`src/rtl/aes_pkg.sv`:
```
// aes_pkg: shared AES definitions for the key schedule and cipher round logic.
//   rk_t        - 128-bit round key in row-major 4x4 byte layout
//                 (bits [127:96] = row 0, bytes s00 s01 s02 s03)
//   AES128_NR   - number of rounds for AES-128
//   key_state_t - key-expansion FSM states
//   SBOX        - forward S-box table
//   RCON        - round constants, indexed by round number (entry 0 unused)
//   col_get/col_put - extract/insert FIPS word w[c] (column c) of a layout key
package aes_pkg;

    typedef logic [127:0] rk_t;

    localparam int AES128_NR = 10;

    typedef enum logic {
        ST_IDLE   = 1'b0,
        ST_EXPAND = 1'b1
    } key_state_t;

    localparam logic [7:0] SBOX [256] = '{
        8'h63, 8'h7c, 8'h77, 8'h7b, 8'hf2, 8'h6b, 8'h6f, 8'hc5, 8'h30, 8'h01, 8'h67, 8'h2b, 8'hfe, 8'hd7, 8'hab, 8'h76,
        8'hca, 8'h82, 8'hc9, 8'h7d, 8'hfa, 8'h59, 8'h47, 8'hf0, 8'had, 8'hd4, 8'ha2, 8'haf, 8'h9c, 8'ha4, 8'h72, 8'hc0,
        8'hb7, 8'hfd, 8'h93, 8'h26, 8'h36, 8'h3f, 8'hf7, 8'hcc, 8'h34, 8'ha5, 8'he5, 8'hf1, 8'h71, 8'hd8, 8'h31, 8'h15,
        8'h04, 8'hc7, 8'h23, 8'hc3, 8'h18, 8'h96, 8'h05, 8'h9a, 8'h07, 8'h12, 8'h80, 8'he2, 8'heb, 8'h27, 8'hb2, 8'h75,
        8'h09, 8'h83, 8'h2c, 8'h1a, 8'h1b, 8'h6e, 8'h5a, 8'ha0, 8'h52, 8'h3b, 8'hd6, 8'hb3, 8'h29, 8'he3, 8'h2f, 8'h84,
        8'h53, 8'hd1, 8'h00, 8'hed, 8'h20, 8'hfc, 8'hb1, 8'h5b, 8'h6a, 8'hcb, 8'hbe, 8'h39, 8'h4a, 8'h4c, 8'h58, 8'hcf,
        8'hd0, 8'hef, 8'haa, 8'hfb, 8'h43, 8'h4d, 8'h33, 8'h85, 8'h45, 8'hf9, 8'h02, 8'h7f, 8'h50, 8'h3c, 8'h9f, 8'ha8,
        8'h51, 8'ha3, 8'h40, 8'h8f, 8'h92, 8'h9d, 8'h38, 8'hf5, 8'hbc, 8'hb6, 8'hda, 8'h21, 8'h10, 8'hff, 8'hf3, 8'hd2,
        8'hcd, 8'h0c, 8'h13, 8'hec, 8'h5f, 8'h97, 8'h44, 8'h17, 8'hc4, 8'ha7, 8'h7e, 8'h3d, 8'h64, 8'h5d, 8'h19, 8'h73,
        8'h60, 8'h81, 8'h4f, 8'hdc, 8'h22, 8'h2a, 8'h90, 8'h88, 8'h46, 8'hee, 8'hb8, 8'h14, 8'hde, 8'h5e, 8'h0b, 8'hdb,
        8'he0, 8'h32, 8'h3a, 8'h0a, 8'h49, 8'h06, 8'h24, 8'h5c, 8'hc2, 8'hd3, 8'hac, 8'h62, 8'h91, 8'h95, 8'he4, 8'h79,
        8'he7, 8'hc8, 8'h37, 8'h6d, 8'h8d, 8'hd5, 8'h4e, 8'ha9, 8'h6c, 8'h56, 8'hf4, 8'hea, 8'h65, 8'h7a, 8'hae, 8'h08,
        8'hba, 8'h78, 8'h25, 8'h2e, 8'h1c, 8'ha6, 8'hb4, 8'hc6, 8'he8, 8'hdd, 8'h74, 8'h1f, 8'h4b, 8'hbd, 8'h8b, 8'h8a,
        8'h70, 8'h3e, 8'hb5, 8'h66, 8'h48, 8'h03, 8'hf6, 8'h0e, 8'h61, 8'h35, 8'h57, 8'hb9, 8'h86, 8'hc1, 8'h1d, 8'h9e,
        8'he1, 8'hf8, 8'h98, 8'h11, 8'h69, 8'hd9, 8'h8e, 8'h94, 8'h9b, 8'h1e, 8'h87, 8'he9, 8'hce, 8'h55, 8'h28, 8'hdf,
        8'h8c, 8'ha1, 8'h89, 8'h0d, 8'hbf, 8'he6, 8'h42, 8'h68, 8'h41, 8'h99, 8'h2d, 8'h0f, 8'hb0, 8'h54, 8'hbb, 8'h16
    };

    // Padded to 16 entries so a 4-bit round counter indexes it without range issues.
    localparam logic [7:0] RCON [16] = '{
        8'h00, 8'h01, 8'h02, 8'h04, 8'h08, 8'h10, 8'h20, 8'h40,
        8'h80, 8'h1b, 8'h36, 8'h00, 8'h00, 8'h00, 8'h00, 8'h00
    };

    // Column c is byte c of each row; shifting left by 8*c brings it to the top byte of each row.
    function automatic logic [31:0] col_get(input rk_t k, input logic [1:0] c);
        rk_t s;
        s = k << {c, 3'b000};
        return {s[127:120], s[95:88], s[63:56], s[31:24]};
    endfunction

    function automatic rk_t col_put(input rk_t k, input logic [1:0] c, input logic [31:0] w);
        rk_t m;
        rk_t v;
        m = {8'hff, 24'h0, 8'hff, 24'h0, 8'hff, 24'h0, 8'hff, 24'h0} >> {c, 3'b000};
        v = {w[31:24], 24'h0, w[23:16], 24'h0, w[15:8], 24'h0, w[7:0], 24'h0} >> {c, 3'b000};
        return (k & ~m) | v;
    endfunction

endpackage

```
`src/rtl/aes_sbox.sv`:
```
// aes_sbox: combinational AES forward S-box lookup.
//   din  - input byte
//   dout - substituted byte
module aes_sbox
    import aes_pkg::*;
(
    input  logic [7:0] din,
    output logic [7:0] dout
);

    assign dout = SBOX[din];

endmodule

```
`src/rtl/aes128_key_expand.sv`:
```
// aes128_key_expand: iterative AES-128 key schedule, one round key per clock,
// stored in an internal register file and read back by index.
//   clk, reset  - clock, asynchronous active-high reset
//   key_in      - cipher key (row-major layout), sampled on key_load
//   key_load    - strobe: start (or restart) expansion of key_in
//   busy        - high while rk1..rk10 are being computed
//   keys_valid  - high when rk0..rk10 all belong to the last loaded key
//   rk_idx      - round-key read index 0..10 (larger indices read zero)
//   rk_out      - registered round key for rk_idx, one cycle latency
module aes128_key_expand
    import aes_pkg::*;
#(
    parameter int NR = 10
) (
    input  logic         clk,
    input  logic         reset,
    input  logic [127:0] key_in,
    input  logic         key_load,
    output logic         busy,
    output logic         keys_valid,
    input  logic [3:0]   rk_idx,
    output logic [127:0] rk_out
);

    localparam logic [3:0] LAST_RC = 4'(NR);

    key_state_t state;
    logic [3:0] rc;
    rk_t        rk [0:AES128_NR];
    // Copy of rk[rc-1]; avoids an 11-way read mux in the expansion path.
    rk_t        cur_key;

    logic [31:0] w0_prev, w1_prev, w2_prev, w3_prev;
    logic [31:0] rot_word, sub_word, temp;
    logic [31:0] w0_next, w1_next, w2_next, w3_next;
    rk_t         next_key;

    assign w0_prev  = col_get(cur_key, 2'd0);
    assign w1_prev  = col_get(cur_key, 2'd1);
    assign w2_prev  = col_get(cur_key, 2'd2);
    assign w3_prev  = col_get(cur_key, 2'd3);
    assign rot_word = {w3_prev[23:0], w3_prev[31:24]};

    for (genvar g = 0; g < 4; g++) begin : g_sbox
        aes_sbox u_sbox (
            .din  (rot_word[8*g +: 8]),
            .dout (sub_word[8*g +: 8])
        );
    end

    assign temp    = sub_word ^ {RCON[rc], 24'h0};
    assign w0_next = w0_prev ^ temp;
    assign w1_next = w1_prev ^ w0_next;
    assign w2_next = w2_prev ^ w1_next;
    assign w3_next = w3_prev ^ w2_next;

    always_comb begin
        next_key = '0;
        next_key = col_put(next_key, 2'd0, w0_next);
        next_key = col_put(next_key, 2'd1, w1_next);
        next_key = col_put(next_key, 2'd2, w2_next);
        next_key = col_put(next_key, 2'd3, w3_next);
    end

    always_ff @(posedge clk or posedge reset) begin
        if (reset) begin
            state      <= ST_IDLE;
            rc         <= '0;
            busy       <= 1'b0;
            keys_valid <= 1'b0;
            rk_out     <= '0;
            cur_key    <= '0;
            for (int i = 0; i <= AES128_NR; i++) begin
                rk[i] <= '0;
            end
        end else begin
            rk_out <= (rk_idx <= LAST_RC) ? rk[rk_idx] : '0;

            // A load wins in either state, discarding any partial expansion.
            if (key_load) begin
                rk[0]      <= key_in;
                cur_key    <= key_in;
                rc         <= 4'd1;
                keys_valid <= 1'b0;
                busy       <= 1'b1;
                state      <= ST_EXPAND;
            end else if (state == ST_EXPAND) begin
                rk[rc]  <= next_key;
                cur_key <= next_key;
                if (rc == LAST_RC) begin
                    rc         <= '0;
                    busy       <= 1'b0;
                    keys_valid <= 1'b1;
                    state      <= ST_IDLE;
                end else begin
                    rc <= rc + 4'd1;
                end
            end
        end
    end

    a_rc_range: assert property (@(posedge clk) disable iff (reset)
        busy |-> (rc >= 4'd1 && rc <= LAST_RC));

endmodule

```
`config.mk`:
```
export PLATFORM = sky130hd
export DESIGN_NAME = aes128_key_expand
export DESIGN_NICKNAME = d
export VERILOG_FILES = /design/src/rtl/aes_pkg.sv /design/src/rtl/aes_sbox.sv /design/src/rtl/aes128_key_expand.sv
export SDC_FILE = /design/constraint.sdc
export NUM_CORES = 2
export LEC_CHECK = 0
export ABC_AREA = 1
export BUFFER_PORTS_ARGS = -buffer_cell sky130_fd_sc_hd__buf_4
export CAP_MARGIN = 40
export CELL_PAD_IN_SITES_DETAIL_PLACEMENT = 1
export CELL_PAD_IN_SITES_GLOBAL_PLACEMENT = 2
export CORE_MARGIN = 10
export CORE_UTILIZATION = 38
export CTS_CLUSTER_SIZE = 16
export DETAILED_ROUTE_END_ITERATION = 10
export PLACE_DENSITY = 0.89
export SLEW_MARGIN = 20
export SYNTH_ARGS = -nofsm -noshare
export SYNTH_HDL_FRONTEND = slang
export SYNTH_SLANG_ARGS = --single-unit
```
`constraint.sdc`:
```
create_clock -name clk -period 70.2 [get_ports clk]
set_clock_uncertainty 0.1 [all_clocks]
set_input_delay 7.02 -clock clk [delete_from_list [all_inputs] [get_ports clk]]
set_output_delay 7.02 -clock clk [all_outputs]
set_load 0.005 [all_outputs]
```
**After elaboration in Yosys (flattened, before gate mapping)**

Memories as Yosys holds them, arrays and structs flattened.
Index checks and enable logic that the tools add are counted.

- Register bits: 1,671
- Latch bits: 0
- Memory bits (writable): 0
- ROM bits: 8,320
- Input port bits: 135
- Word-level logic and storage cells: 85
- Memories kept: 5

Memories:

| name | depth | bits a word | rd ports | clocked after Yosys merged registers in | wr ports | RTL line | RTL |
|---|---|---|---|---|---|---|---|
| (name not given) | 256 | 8 | 1 | 0 | 0 | aes_sbox.sv:11 | `assign dout = SBOX[din];` |
| (name not given) | 256 | 8 | 1 | 0 | 0 | aes_sbox.sv:11 |  |
| (name not given) | 256 | 8 | 1 | 0 | 0 | aes_sbox.sv:11 |  |
| (name not given) | 256 | 8 | 1 | 0 | 0 | aes_sbox.sv:11 |  |
| (name not given) | 16 | 8 | 1 | 0 | 0 | aes128_key_expand.sv:51 | `assign temp = sub_word ^ {RCON[rc], 24'h0};` |

- Add/subtract/negate cells: 1
- Multipliers: 0
- Div/mod/pow operators: 0
- $lt $le $gt $ge: 8
- Equal/unequal tests: 1
- Shift operators: 0
- Multiplexer cells: 33
- Bitwise operators: 15
- Reductions and logical operators: 5

Operators by type and width:

| operator | count |
|---|---|
| bitwise mux 1408 bit | 1 |
| two-way mux 1408 bit | 1 |
| two-way mux 128 bit | 7 |
| binary-select mux 128 bit (select 4 bit) | 1 |
| demux 128 bit (select 4 bit) | 1 |
| XOR 32 bit | 5 |
| OR 128 x 104 -> 128 bit | 1 |
| OR 128 x 112 -> 128 bit | 1 |
| OR 128 x 120 -> 128 bit | 1 |
| two-way mux 8 bit | 10 |
| greater-or-equal comparator 9 bit (second input constant) | 4 |
| inverter 8 -> 9 bit | 4 |
| two-way mux 4 bit | 3 |
| greater-or-equal comparator 5 bit (second input constant) | 2 |
| inverter 4 -> 5 bit | 2 |
| two-way mux 1 bit | 9 |
| less-than comparator 5 x 1 -> 1 bit (second input constant) | 1 |
| adder 4 x 1 -> 4 bit (second input constant) | 1 |
| == test 4 bit (second input constant) | 1 |
| less-or-equal comparator 4 bit (second input constant) | 1 |
| AND reduction 2 bit | 2 |
| nonzero test 2 bit | 2 |
| logical AND 1 bit | 1 |
| inverter 1 bit | 1 |

**Logic depth before layout (Yosys ltp)**

- Depth in word-level cells: 13
- Depth in mapped cells: 25

**Hierarchy**

From an unflattened synthesis, not the netlist that was laid out.

- Cell total of the unflattened synthesis: 10,572
- Area total of the unflattened synthesis: 84,726.3 µm²

By module, submodules not included:

| module | times used | cells each | area an instance (µm²) |
|---|---|---|---|
| aes128_key_expand | 1 | 8,100 | 73,155.2 |
| aes_sbox | 4 | 618 | 2,892.8 |

**Least setup slack after synthesis**

Ideal clock, no wire load.

- Kind: input to register
- Start: input port key_load
- End: register rk[1155] in the netlist's numbering
- Setup time: 0.135 ns
- Arrival: 8.762 ns
- Data required time: 69.965 ns
- Slack: 61.202 ns
- Cell stages on the path: 10
- Path buffers: 4
- Path through: buf_2 nor2_2 inv_2 clkbuf_1 nor3_1 inv_1 clkbuf_1 clkbuf_1 nand2_1 o21ai_0

- Word-level cells in the longest chain between the ends: 2

Ends and longest elaborated chain:

| what | RTL line | RTL |
|---|---|---|
| from (decl) | aes128_key_expand.sv:18 | `input logic key_load,` |
| inverter 1 bit (no line) | n/a |  |
| AND reduction 2 bit (no line) | n/a |  |
| to (signal, indexed assignment) | aes128_key_expand.sv:88 | `rk[rc] <= next_key;` |
| to (decl) | aes128_key_expand.sv:29 | `rk_t rk [0:AES128_NR];` |

No other way between the ends.
A chain may end at the register's enable or synchronous reset.

==> run_results.csv <==
group,metric,value,unit
outcome,status,"finished clean",
worst_setup_path,path_depth,16,
clock_network,clock_path_buffers,3,
synth,synth_nets,11200,
synth,ys_top_cells_by_count,"nand2_1 (2963), dfrtp_1 (1671), o21ai_0 (1644), nand3_1 (1199), inv_1 (667)",
timing,setup_viol,0,
clock_network,clkSinkCount,1671,
timing,layout_setup_ws,58510,ps
synth,ys.flop_type,"dfrtp_1",
clock_network,ctsResizeCount,0,
clock_network,clkLatencyLatePin,890,ps
drt,wl_per_cell,29.3,um
drt,met3_length,30600,um
floorplanning,die_area,246000,um2
worst_setup_path,arrival,12610,ps
worst_setup_path,endpoint,"cur_key[34]",
timing,tightest_slew,1350,ps
drt,top_layer,"met5",
run,maxCapViolCount,0,
worst_setup_path,r2r_setup_slack,64230,ps
floorplanning,num_rows,174,
floorplanning,io_pins,265,
synth,ys_seq_elements,1671,
worst_setup_path,path_max_fanout,167,
synth,ys_seq_area_frac,0.486,
synth,syn_area,86100,um2
timing,hold_violations,0,
worst_setup_path,crit_start,"reset",
clock_network,numCtsBuffers,187,
drt,vias,85400,
synth,yosysWarnings,0,
worst_setup_path,endpoint_kind,"asynchronous set/reset pin",
clock_network,htreeDepth,4,
synth,synthArstFlopShare,1.00,
timing,rsz0062_at_grt,"no",
final_layout,final_cell_area,97400,um2
synth,yosysMostFrequentCell,"nand2_1",
hold_path,min_path_type,"reg -> reg",
global_routing,grt_pass1_wl,602000,um
floorplanning,core-area,225000,um2
floorplanning,die_x,496,um
worst_setup_path,critical_path_class,"in -> async",
drt,drtIter0Drc,9140,
power,leakage,45.2,nW
worst_setup_path,crit_chain,"buf_4 > inv_8 > buf_16 > buf_4 > buf_12 > buf_4 > buf_12 > buf_4 > buf_12 > buf_4 > buf_16 > buf_12 > buf_4 > buf_16 > buf_4 > buf_16",
timing,fmax,85.5,MHz
global_routing,grt_usage,0.323,
drt,first_pass_iters,6,
worst_setup_path,reg2reg_depth,23,
global_routing,overflow,0,
final_layout,drive_gt1_frac,0.0915,
synth,synth_area_leaders,"dfrtp_1 (49%), nand2_1 (13%), o21ai_0 (9.6%)",
synth,netlist_instances,11000,
synth,synth_edf_count,0,
clock_network,cts-root-buf,"clkbuf_16",
drt,wl_met2,187000,um
power,power.density,53.3,nW/um2
floorplanning,initial_core_util,0.382,
global_routing,grt_pass1_vias,88800,
synth,synth.distinct_cells,45,
timing,min_period,11690,ps
placed_design,gp_congestion,0.987,
drt,wirelength,409000,um
power,ir_worst_vdd,0.0000277,V
synth,synth.avg_cell_area,7.85,um2
drt,via_per_inst,6.12,
placed_design,placed_area,90300,um2
worst_setup_path,critPathBufInv,16,
placed_design,hpwlAfterDp,258000,um
worst_setup_path,max_stage_delay,630,ps
power,power.total,5.19,mW
timing,holdWs,380,ps
final_layout,syn_to_final_growth,13.1,%
placed_design,dp_slack,56370,ps
timing,final_max_slew_viol_count,0,
timing,tns,0,ps
drt,met1_length,168000,um
worst_setup_path,crit_path_frequent_cell,"buf_4",
placed_design,io_buffers,264,
worst_setup_path,r2r-start,"cur_key[1]",
synth,yosysTopAreaCell,"dfrtp_1",
global_routing,grt_antenna_before_repair,12,
worst_setup_path,startpoint_type,"input port",
clock_network,postCtsSetupBuffers,0,
worst_setup_path,cp_data_required_time,71110,ps
synth,yosys.area.top_type_share,0.486,
global_routing,grt_max_degree,168,
clock_network,clkTransAtPathRegs,60,ps
timing,post-route-period-util,0.167,
floorplanning,die_h,496,um
timing,relSlewSlack,0.101,
clock_network,cts_tree,"built",
worst_setup_path,r2r_end,"rk[37]",
worst_setup_path,cp_slowest_cell,"buf_12",
drt,ant_nets,0,
worst_setup_path,path_delay_family,"buffers and inverters",
clock_network,hold_buffers,0,
final_layout,nNetsFinal,11000,
drt,drc,0,
area by class of cell:
cell class | instances | area (um2)
Fill cell | 27000 | 128000
Clock buffer | 279 | 5520
Tap cell | 2992 | 3740
Antenna cell | 10 | 25.0
Clock inverter | 66 | 1070
Timing Repair Buffer | 464 | 4450
Multi-Input combinational cell | 7755 | 38000
Sequential cell | 1671 | 41800
Inverter | 707 | 2760
stage by stage:
| stage | util | instances |
|---|---|---|
| 6_report | 0.433 | 13900 |
| 5_1_grt | 0.433 | 13900 |
| 4_1_cts | 0.430 | 13900 |
| 3_5_place_dp | 0.401 | 13600 |
| 3_3_place_gp | 0.398 | 13500 |
| 2_1_floorplan | - | 11000 |
power by group:
part	internal, mW	switching [mW]
combinational	0.648	1.92
clock	0.608	0.446
sequential	1.34	0.220
total	2.60	2.59
sequential cells by signal (all words and copies together) (netlist names):
signal and count:
rk_out 128, keys_valid 1, cur_key 128, busy 1, rc 4, rk 1408
state 1
placed cells by master, fill, tap and decap left out, drive strengths merged, types with 2 or more instances in the layout:
cell type / Yosys / routed
a21oi: 243 / 243
a221oi: 127 / 127
a22oi: 55 / 55
a31oi: 181 / 181
a32o: 128 / 128
buf: 238 / 463
bufinv: 0 / 16
clkbuf: 598 / 280
clkinv: 10 / 46
clkinvlp: 0 / 3
dfrtp: 1671 / 1671
diode: 0 / 10
ha: 61 / 61
inv: 697 / 708
nand2: 3056 / 3056
nand3: 1256 / 1256
nand3b: 9 / 9
nand4: 29 / 29
nor2: 533 / 533
nor3: 7 / 7
o2111ai: 64 / 64
o211ai: 209 / 209
o21ai: 1712 / 1712
o22ai: 70 / 70
o31ai: 2 / 2
or2: 3 / 3
xor2: 7 / 7
worst reg2reg max path, cell delays in order (launching register included):
cell and delay (ps):
dfrtp_1 340, buf_4 380, inv_2 380, ha_1 510
inv_2 90, nand2_2 240, nand2_1 220, inv_1 190
nand2_1 100, o211ai_1 110, nand2_1 100, nand3_1 80
nand3_1 220, nand2_1 150, nand2_1 80, nand2_1 310
nand2_1 150, nand2_1 330, nand2_1 350, nand2_1 630
nand2_1 100, nand2_1 440, nand2_1 120, o21ai_0 120
kinds of logic after synthesis:
logic type | share of synthesized area
and+or+nand+nor | 0.240
xor gates and xnor gates | 0.000814
buffers and inverters | 0.0746
AOI/OAI and AO/OA | 0.190
DFF | 0.486
adders and majority gates | 0.00886
how the worst min path moves through the flow:
stage,slack (ps),startpoint,cells past startpoint,endpoint
after floorplan,340,rk[1216],2,rk[1216]
after global placement,360,rk[128],2,rk[128]
after detailed placement,360,rk[1189],2,rk[1189]
after CTS,380,rk[1189],2,rk[1189]
after global routing,400,rk[1153],2,rk[1153]
final,380,rk[1056],2,rk[1056]
per-layer routing:
layer  vias to the layer above  GRT usage
li1                      36700          -
met1                     44100      0.419
met2                      3684      0.518
met3                       912     0.0607
met4                         4      0.164
met5                         -          0
Note: power is estimated with default switching activity, not from simulation.
